File: config.mk
export PLATFORM = sky130hd
export DESIGN_NAME = alu_cmd_issuer
export DESIGN_NICKNAME = d
export VERILOG_FILES = /design/src/rtl/alu_cmd_issuer.sv
export SDC_FILE = /design/constraint.sdc
export NUM_CORES = 1
export LEC_CHECK = 0
export ABC_AREA = 0
export CAP_MARGIN = 20
export CORE_ASPECT_RATIO = 1.5
export CORE_UTILIZATION = 48
export CTS_CLUSTER_SIZE = 30
export DETAILED_ROUTE_END_ITERATION = 8
export MAX_ROUTING_LAYER = met4
export PLACE_DENSITY = 0.8
export SLEW_MARGIN = 15
export SYNTH_ARGS = -nofsm -noshare
export SYNTH_HDL_FRONTEND = slang
export SYNTH_SLANG_ARGS = --single-unit
File: constraint.sdc
create_clock -name clk -period 2.83 [get_ports clk]
set_input_delay 0.4245 -clock clk [delete_from_list [all_inputs] [get_ports clk]]
set_output_delay 0.4245 -clock clk [all_outputs]
set_load 0.1 [all_outputs]
File: src/rtl/alu_cmd_issuer.sv
// Command FIFO + issue engine for a 4-bit external ALU, with a local accumulator as operand A.
// Optional feature macro: ALU_CMD_ISSUER_ZERO_FLAG_EN adds the rsp_zero output.
`timescale 1ns/1ps
module alu_cmd_issuer #(
    parameter int unsigned DATA_W     = 4,
    parameter int unsigned SEL_W      = 3,
    parameter int unsigned FIFO_DEPTH = 4
) (
    input  logic              clk,
    input  logic              rst,
    input  logic              cmd_valid,
    output logic              cmd_ready,
    input  logic [SEL_W-1:0]  cmd_sel,
    input  logic [DATA_W-1:0] cmd_operand,
    input  logic              cmd_load,
    output logic [DATA_W-1:0] alu_a,
    output logic [DATA_W-1:0] alu_b,
    output logic [SEL_W-1:0]  alu_sel,
    input  logic [DATA_W-1:0] alu_y,
    input  logic              alu_carry,
    output logic              rsp_valid,
    input  logic              rsp_ready,
    output logic [DATA_W-1:0] rsp_data,
    output logic              rsp_carry,
    output logic [DATA_W-1:0] acc,
`ifdef ALU_CMD_ISSUER_ZERO_FLAG_EN
    output logic              busy,
    output logic              rsp_zero
`else
    output logic              busy
`endif
);

    localparam int unsigned PTR_W = (FIFO_DEPTH > 1) ? $clog2(FIFO_DEPTH) : 1;
    localparam int unsigned CNT_W = PTR_W + 1;

    typedef struct packed {
        logic              load;
        logic [SEL_W-1:0]  sel;
        logic [DATA_W-1:0] operand;
    } cmd_t;

    typedef enum logic [1:0] {
        S_IDLE  = 2'd0,
        S_ISSUE = 2'd1,
        S_RESP  = 2'd2
    } state_t;

    cmd_t              mem_q [FIFO_DEPTH];
    logic [PTR_W-1:0]  wr_ptr_q;
    logic [PTR_W-1:0]  rd_ptr_q;
    logic [CNT_W-1:0]  count_q;
    state_t            state_q;
    cmd_t              op_q;
    logic [DATA_W-1:0] acc_q;
    logic [DATA_W-1:0] rsp_data_q;
    logic              rsp_valid_q;
    logic              rsp_carry_q;
`ifdef ALU_CMD_ISSUER_ZERO_FLAG_EN
    logic              rsp_zero_q;
`endif

    logic              full;
    logic              empty;
    logic              push;
    logic              pop;
    logic [DATA_W-1:0] result_d;
    logic              result_carry_d;

    assign full  = (count_q == CNT_W'(FIFO_DEPTH));
    assign empty = (count_q == '0);
    assign push  = cmd_valid && !full;
    assign pop   = (state_q == S_IDLE) && !empty;

    // Only ADD/SUB carry is meaningful; loads bypass the ALU entirely
    always_comb begin
        result_d       = alu_y;
        result_carry_d = 1'b0;
        if (op_q.load) begin
            result_d = op_q.operand;
        end else if ((op_q.sel == SEL_W'(0)) || (op_q.sel == SEL_W'(1))) begin
            result_carry_d = alu_carry;
        end
    end

    always_comb begin
        alu_a   = acc_q;
        alu_b   = '0;
        alu_sel = '0;
        if (state_q == S_ISSUE) begin
            alu_b   = op_q.operand;
            alu_sel = op_q.sel;
        end
    end

    always_ff @(posedge clk) begin
        if (push) begin
            mem_q[wr_ptr_q] <= {cmd_load, cmd_sel, cmd_operand};
        end
    end

    always_ff @(posedge clk) begin
        if (rst) begin
            wr_ptr_q    <= '0;
            rd_ptr_q    <= '0;
            count_q     <= '0;
            state_q     <= S_IDLE;
            op_q        <= '0;
            acc_q       <= '0;
            rsp_data_q  <= '0;
            rsp_valid_q <= 1'b0;
            rsp_carry_q <= 1'b0;
`ifdef ALU_CMD_ISSUER_ZERO_FLAG_EN
            rsp_zero_q  <= 1'b0;
`endif
        end else begin
            if (push) begin
                wr_ptr_q <= wr_ptr_q + PTR_W'(1);
            end
            if (pop) begin
                rd_ptr_q <= rd_ptr_q + PTR_W'(1);
            end
            count_q <= count_q + CNT_W'(push) - CNT_W'(pop);

            case (state_q)
                S_IDLE: begin
                    if (pop) begin
                        op_q    <= mem_q[rd_ptr_q];
                        state_q <= S_ISSUE;
                    end
                end
                S_ISSUE: begin
                    acc_q       <= result_d;
                    rsp_data_q  <= result_d;
                    rsp_carry_q <= result_carry_d;
                    rsp_valid_q <= 1'b1;
`ifdef ALU_CMD_ISSUER_ZERO_FLAG_EN
                    rsp_zero_q  <= (result_d == '0);
`endif
                    state_q     <= S_RESP;
                end
                S_RESP: begin
                    if (rsp_ready) begin
                        rsp_valid_q <= 1'b0;
                        state_q     <= S_IDLE;
                    end
                end
                default: begin
                    state_q <= S_IDLE;
                end
            endcase
        end
    end

    assign cmd_ready = !full;
    assign busy      = (state_q != S_IDLE) || !empty;
    assign acc       = acc_q;
    assign rsp_valid = rsp_valid_q;
    assign rsp_data  = rsp_data_q;
    assign rsp_carry = rsp_carry_q;
`ifdef ALU_CMD_ISSUER_ZERO_FLAG_EN
    assign rsp_zero  = rsp_zero_q;
`endif

endmodule
---- Yosys cells after proc, flatten, opt, wreduce, memory -nomap -nowiden ----
Memory sizes are Yosys's and may differ from the RTL's. A register that Yosys moved wholly into a read port is not among the register bits.
Cells that the tools add are included.
word-level totals
  bits in writable memories ............... 32
  input bits .............................. 17
  word-level logic and storage cells ...... 44
  memories ................................ 1
  output and inout port bits .............. 23
  register bits after elaboration ......... 15
cells by class
  reduce and logical (&&, ||, !) cells .... 14
  multiplexer cells ....................... 12
  add/subtract/negate cells ............... 4
  eq/ne operators ......................... 6
memories
  memory  words  width  rd ports  clocked after Yosys merged registers in  wr ports  RTL line  text
  mem_q   4      8      1         1                                        1         49        cmd_t mem_q [FIFO_DEPTH];
operators by type and width
  operator               number
  $mux W4                2
  $logic_not A3 Y1       2
  $pmux W2 S3            1
  $reduce_and A2 Y1      3
  $mux W1                5
  $add A2 B1 Y2 const B  2
  $mux W2                2
  $ne A2 B2 Y1 const B   2
  $reduce_bool A2 Y1     2
  $add A3 B1 Y3          1
  $eq A3 B1 Y1 const B   1
  $eq A3 B3 Y1 const B   1
  $mux W3                1
  $sub A3 B1 Y3          1
  $eq A2 B1 Y1 const B   1
  $eq A2 B2 Y1 const B   1
  $logic_and A1 B1 Y1    2
  $logic_not A1 Y1       2
  $logic_not A2 Y1       1
  $logic_or A1 B1 Y1     2
  $pmux W1 S2            1

---- Depth between registers and ports, before layout ----
Gate-level depths: netlist of run 1.
  word-level depth ........................ 5
  depth in mapped cells ................... 10

---- Least setup slack after synthesis of run 1 ----
No wires, ideal clock.
  path kind ............................... register to register
  from .................................... register count_q[1]
  to ...................................... register count_q[2]
  required time ........................... 2752 ps
  setup slack ............................. 712 ps
  data arrival time ....................... 2040 ps
  path buffers ............................ 1
  cell stages (with the launch flop) ...... 11
  setup time .............................. 78 ps
  path through ............................ dfxtp_1 or3_1 buf_2 nand2_1 xnor2_1 ha_1 inv_1 fa_1 xor2_1 and2_1 nor3_1
between the ends
  word-level cells in the longest chain between the ends .. 5
ends and longest elaborated chain
  what                    RTL line  text
  from (decl)             52        logic [CNT_W-1:0] count_q;
  from (signal assigned)  123       count_q <= count_q + CNT_W'(push) - CNT_W'(pop);
  $eq A3 B3 Y1            70        assign full = (count_q == CNT_W'(FIFO_DEPTH));
  $logic_not A1 Y1        72        assign push = cmd_valid && !full;
  $logic_and A1 B1 Y1     72
  $add A3 B1 Y3           123
  $sub A3 B1 Y3 *         123
Every way passes the cells marked *; elsewhere a longest branch is shown, timed or not.
A chain may end at the register's enable or synchronous reset.

---- Worst setup path after layout of run 1 ----
Same ends and word-level chain as after synthesis.

==> results of run 1 <==
## routing by layer
layer	routed length, um	vias up	global-route usage
met2	1960	36	0.284
met3	141	2	0.0401
met1	1560	660	0.190
met4	35	0	0.0758
met5	0	-	-
li1	-	702	-
## metrics by stage
step / setup WS [ns] / hold WS, ns / utilization / area [um^2]
finish: 0.463 / 0.500 / 0.599 / 2750
global route: 0.335 / 0.522 / 0.599 / 2750
global placement: 0.435 / 0.458 / 0.577 / 2640
detailed placement: 0.346 / 0.485 / 0.577 / 2640
CTS: 0.463 / 0.497 / 0.599 / 2750
floorplan: 0.712 / 0.449 / - / 2330
## path summary, 6_finish.rpt
kind / from / endpoint / cells past startpoint
max reg2reg: count_q[1] / count_q[2] / 9
min: op_q[5] / op_q[5] / 2
min reg2reg: op_q[5] / op_q[5] / 2
max: count_q[1] / count_q[2] / 9
## area by class of cell
cell class	instances	area [um^2]
multi-input cells	101	767
clock buffers	5	68.8
fillers	385	1830
flip-flops and latches	55	1420
well taps	64	80.1
clock inverters	3	33.8
repair buffers	42	355
inverters	5	18.8
## where the power goes
part	internal, mW	switching [mW]	total, mW
clock network	0.188	0.273	0.461
logic	0.434	1.07	1.50
registers	1.01	0.143	1.15
total	1.63	1.48	3.12
## state kept, by name, summed over array words and instances (netlist names)
signal and cells:
rd_ptr_q 2, op_q 8, mem_q 32, rsp_valid 1, count_q 3, rsp_carry 1
state_q 2, rsp_data 4, wr_ptr_q 2
## logic make-up after synthesis
family,after synthesis
multiplexers,14
flip-flops,55
adder cells (fa/ha/maj),6
AO/OA/AOI/OAI,27
AND/OR/NAND/NOR,52
XOR/XNOR,2
buffers and inverters,24
## cell usage after synthesis, drive strengths merged
library cell  count  area, um^2
mux2i             5        50.1
nand2             2        7.51
inv               5        18.8
nor2b             2        12.5
buf              16         109
a21oi            11        55.1
or2               1        6.26
o21ai            12        60.1
nand3            11        60.1
clkbuf            2        7.51
nor4b             1        8.76
mux2              1        11.3
nand3b            1        7.51
a211oi            4        30.0
xor2              1        8.76
and3              4        25.0
nor3              2        10.0
nor3b             2        15.0
and2b             1        8.76
xnor2             1        8.76
fa                1        20.0
or3               2        12.5
dlygate4sd1       1        8.76
mux4              8         180
and2              8        50.1
dfxtp            23         460
ha                5        62.6
nor2             15        56.3
edfxtp           32         961
## worst max-delay path, cell delays in order (launching register included)
cell and delay [ns]:
dfxtp_1 0.38, or3_1 0.56, nand2_1 0.19, xnor2_1 0.13, ha_1 0.16, inv_1 0.04, fa_1 0.38, xor2_1 0.17
and2_1 0.17, nor3_1 0.12
==> results.json, run 1 <==
{
  "cts-htree-levels": 2,
  "cap_violations": 0,
  "grt_pass1_wl_um": 6150,
  "dieWidth_um": 58.9,
  "port_buffers": 39,
  "leakage_nw": 1.01,
  "finalCriticalPeriod_ns": 2.37,
  "power.total_mw": 3.12,
  "yosysSeqAreaShare": 0.609,
  "tritoncts": "done",
  "drc_errors": 0,
  "worstPathArrival_ns": 2.61,
  "num_rows": 30,
  "start_kind": "register",
  "cp_max_fo": 10,
  "start_util": 0.509,
  "muxShareOfSynthArea": 0.104,
  "hpwlAfterDp_um": 2680,
  "syn-num-nets": 203,
  "drt_iter0_markers": 61,
  "grt_pass1_vias": 1357,
  "pwr_density_cell_mw_per_mm2": 1130,
  "synth_top_family_by_area": "simple AND/OR/NAND/NOR gates",
  "clock-root-buffer": "clkbuf_8",
  "cts.path.max_buffers": 2,
  "diodes": 0,
  "finalHoldViolCount": 0,
  "pin_count": 40,
  "wl_per_cell_um": 13.5,
  "final_antenna_net_count": 0,
  "stdcell_count": 275,
  "netlist_instances": 180,
  "wirelength_um": 3700,
  "firstDrtPassIters": 4,
  "status": "complete, no violations",
  "final_common_cell": "edfxtp_1",
  "overflow": 0,
  "fin_crit_sh": 0.837,
  "drv_slew": 0,
  "synth_xor_area_frac": 0.00751,
  "relSlewSlack": 0.566,
  "worst_ep_required_time_ns": 3.07,
  "syn2layout_area_growth_pct": 17.7,
  "synth-compound-area-share": 0.0622,
  "hold_class": "reg -> reg",
  "drive_gt1_frac": 0.209,
  "setup_viol": 0,
  "die_area_mm2": 0.00515,
  "layout_common_cells": "32 x edfxtp_1, 26 x buf_4, 23 x dfxtp_1",
  "worstSetupPathType": "reg -> reg",
  "dp_cells": 267,
  "fin_nets": 233,
  "netlist_area_mm2": 0.00233,
  "cts_buffers": 5,
  "ys_warn_count": 0,
  "antenna_found_initial": 0,
  "gp_congestion": 0.733,
  "grt_max_degree": 21,
  "avgSynthCellArea_um2": 13.0,
  "clock_skew_ns": 0.0101,
  "fin_setup_tns_ns": 0,
  "r2r_setup_slack_ns": 0.46,
  "ctsHoldBuffers": 0,
  "vias_per_cell": 5.09,
  "cts_setup_buffers": 0,
  "clock_latency_ns": 0.31,
  "rsz0062_at_grt": "no",
  "clock_sinks": 55,
  "cts.repair.resized": 0,
  "grtUsageTotal": 0.170,
  "synth-simple-area-share": 0.120,
  "vias": 1400,
  "irDropWorstVdd_v": 0.000353,
  "max_freq_mhz": 422,
  "tightest_slew_ns": 0.650,
  "cp-end-kind": "register",
  "clk_pin_slew_worst_paths_ns": 0.10,
  "ys_types": 32,
  "coreArea_mm2": 0.00458,
  "fp.dieH_um": 87.4,
  "synth_fa_ha_area_frac": 0.0354,
  "synth_seq_cells": 55
}
Note: power is estimated with default switching activity, not from simulation.
==> run 2: changes to the inputs <==
--- a/config.mk
+++ b/config.mk
@@ -8,11 +8,11 @@
 export ABC_AREA = 0
 export CAP_MARGIN = 20
 export CORE_ASPECT_RATIO = 1.5
-export CORE_UTILIZATION = 48
+export CORE_UTILIZATION = 47
 export CTS_CLUSTER_SIZE = 30
 export DETAILED_ROUTE_END_ITERATION = 8
 export MAX_ROUTING_LAYER = met4
-export PLACE_DENSITY = 0.8
+export PLACE_DENSITY = 0.82
 export SLEW_MARGIN = 15
 export SYNTH_ARGS = -nofsm -noshare
 export SYNTH_HDL_FRONTEND = slang
==> constraint.sdc (replaced) <==
create_clock -name clk -period 2 [get_ports clk]
set_input_delay 0.3 -clock clk [delete_from_list [all_inputs] [get_ports clk]]
set_output_delay 0.3 -clock clk [all_outputs]
set_load 0.1 [all_outputs]
==> run 2 against run 1 <==
Register-to-register slack worse by 0.44 ns. Sequential power up 43%. Wire length up 8.6%. Die area up 2.1%. Non-clock buffer count up 5. Clock skew up 0.0032 ns. Via count up 5.2%. Largest cell class unchanged. Largest power group unchanged.
==> results.json, run 2 (synthesized netlist as in run 1, its figures left out) <==
{
  "status": "complete, no violations",
  "drv_slew": 0,
  "relSlewSlack": 0.573,
  "clockPowerShare": 0.128,
  "antenna_found_initial": 0,
  "worst_ep_required_time_ns": 2.23,
  "pwr_density_cell_mw_per_mm2": 1580,
  "irDropWorstVdd_v": 0.000600,
  "worstSetupPathType": "reg -> reg",
  "clock_latency_ns": 0.30,
  "worst_hold_slack_ns": 0.483,
  "fp.dieH_um": 88.3,
  "finalHoldViolCount": 0,
  "p_switching_mw": 2.13,
  "clock_sinks": 55,
  "wirelength_um": 4020,
  "utilization": 0.607,
  "max_stage_delay_ns": 0.38,
  "largest_reg_flops": 32,
  "vias_per_cell": 5.22,
  "ctsHoldBuffers": 0,
  "grtUsageTotal": 0.178,
  "setup_viol": 0,
  "grt_pass1_vias": 1409,
  "seq_power_share": 0.355,
  "finalCriticalPeriod_ns": 1.98,
  "max_freq_mhz": 505,
  "wl_per_cell_um": 14.3,
  "worstPathArrival_ns": 2.21,
  "diodes": 0,
  "drive_gt1_frac": 0.269,
  "rsz0062_at_grt": "yes",
  "hpwlAfterDp_um": 2890,
  "layout_common_cells": "32 x edfxtp_1, 22 x buf_4, 20 x dfxtp_1",
  "grt_pass1_wl_um": 6490,
  "hold_class": "reg -> reg",
  "drt_iter0_markers": 47,
  "hold_depth": 2,
  "overflow": 0,
  "firstDrtPassIters": 4,
  "drc_errors": 0,
  "syn2layout_area_growth_pct": 25.2,
  "cts.path.max_buffers": 2,
  "cts_buffers": 5,
  "vias": 1473,
  "final_common_cell": "edfxtp_1",
  "coreArea_mm2": 0.00481,
  "cp_max_fo": 4,
  "fin_nets": 238,
  "p_comb_frac": 0.517,
  "start_util": 0.485,
  "leakage_nw": 1.07,
  "die_area_mm2": 0.00525,
  "port_buffers": 39,
  "gp_congestion": 0.747,
  "start_kind": "register",
  "tightest_slew_ns": 0.640,
  "cts_setup_buffers": 0,
  "swShare": 0.461,
  "rr_worst_depth": 9,
  "clk_pin_slew_worst_paths_ns": 0.10,
  "final_antenna_net_count": 0,
  "stdcell_count": 282,
  "dp_cells": 274,
  "critPathSlowestCell": "or3_4",
  "clock-root-buffer": "clkbuf_8",
  "num_rows": 31,
  "pin_count": 40,
  "cp-end-kind": "register",
  "intPower_mw": 2.49,
  "dieWidth_um": 59.5,
  "grt_max_degree": 19,
  "fin_crit_sh": 0.989,
  "cap_violations": 0,
  "cts-htree-levels": 2,
  "top_register": "mem_q",
  "tritoncts": "done",
  "clock_skew_ns": 0.0133,
  "path_cells": "or3_4, nand2_4, xnor2_2, ha_2, inv_2, fa_2, xor2_1, and2_1, nor3_2"
}
==> run 2: cell types whose count changed in the layout (fill, tap and decap cells not counted), sizes merged <==
cell	change
buf	+5
clkinv	-1
clkbuf	+2
inv	-1
==> run 2: what timing repair did <==
item | CTS | global route
cloned | 0 | 0
gates resized for setup | 5 | 3
endpoints found under the setup margin | 1 | 1
endpoints found under the hold margin | 0 | 0
==> run 2: worst max-delay path, delay by kind of cell (launching register included) <==
kind | cells | cell delay (ns)
and+or+nand+nor | 4 | 0.73
DFF | 1 | 0.37
buffers and inverters | 1 | 0.03
xor gates and xnor gates | 2 | 0.27
adders and majority gates | 2 | 0.51
==> run 2: power groups by stage <==
stage               sequential, mW  clock [mW]  combinational [mW]
CTS                           1.64       0.609                2.40
detailed placement            1.66           0                2.38
global placement              1.65           0                2.34
global route                  1.68       0.654                2.54
finish                        1.64       0.588                2.39
floorplan                     1.84           0                1.69
==> run 2: metrics by stage <==
stage               setup TNS, ns  setup slack [ns]  cell area [um^2]  total power, mW
finish                          0            0.0211              2920             4.61
global route              -0.0872           -0.0872              2920             4.87
CTS                      -0.00761          -0.00761              2910             4.65
detailed placement         -0.403            -0.286              2820             4.04
global placement           -0.245            -0.189              2820             3.99
floorplan                -0.00496          -0.00496              2360             3.53
==> run 2: layer usage <==
metal / wire (um) / up-vias / GRT usage
met2: 2180 / 40 / 0.309
met4: 83 / 0 / 0.0994
met5: 0 / - / -
met1: 1570 / 718 / 0.181
met3: 186 / 6 / 0.0395
li1: - / 709 / -
==> run 2: path summary, 6_finish.rpt <==
path,start,end,slack (ns)
worst max register to register,count_q[0],count_q[2],0.02
worst min-delay path,op_q[4],op_q[4],0.48
worst min register to register,op_q[4],op_q[4],0.48
worst max-delay path,count_q[0],count_q[2],0.02
==> run 2: final cells by class <==
| cell class | instances | area, um^2 |
|---|---|---|
| Fill cell | 402 | 1890 |
| Sequential cell | 55 | 1430 |
| Multi-Input combinational cell | 101 | 802 |
| Timing Repair Buffer | 47 | 505 |
| Tap cell | 66 | 82.6 |
| Clock buffer | 7 | 76.3 |
| Inverter | 5 | 18.8 |
| Clock inverter | 1 | 6.26 |
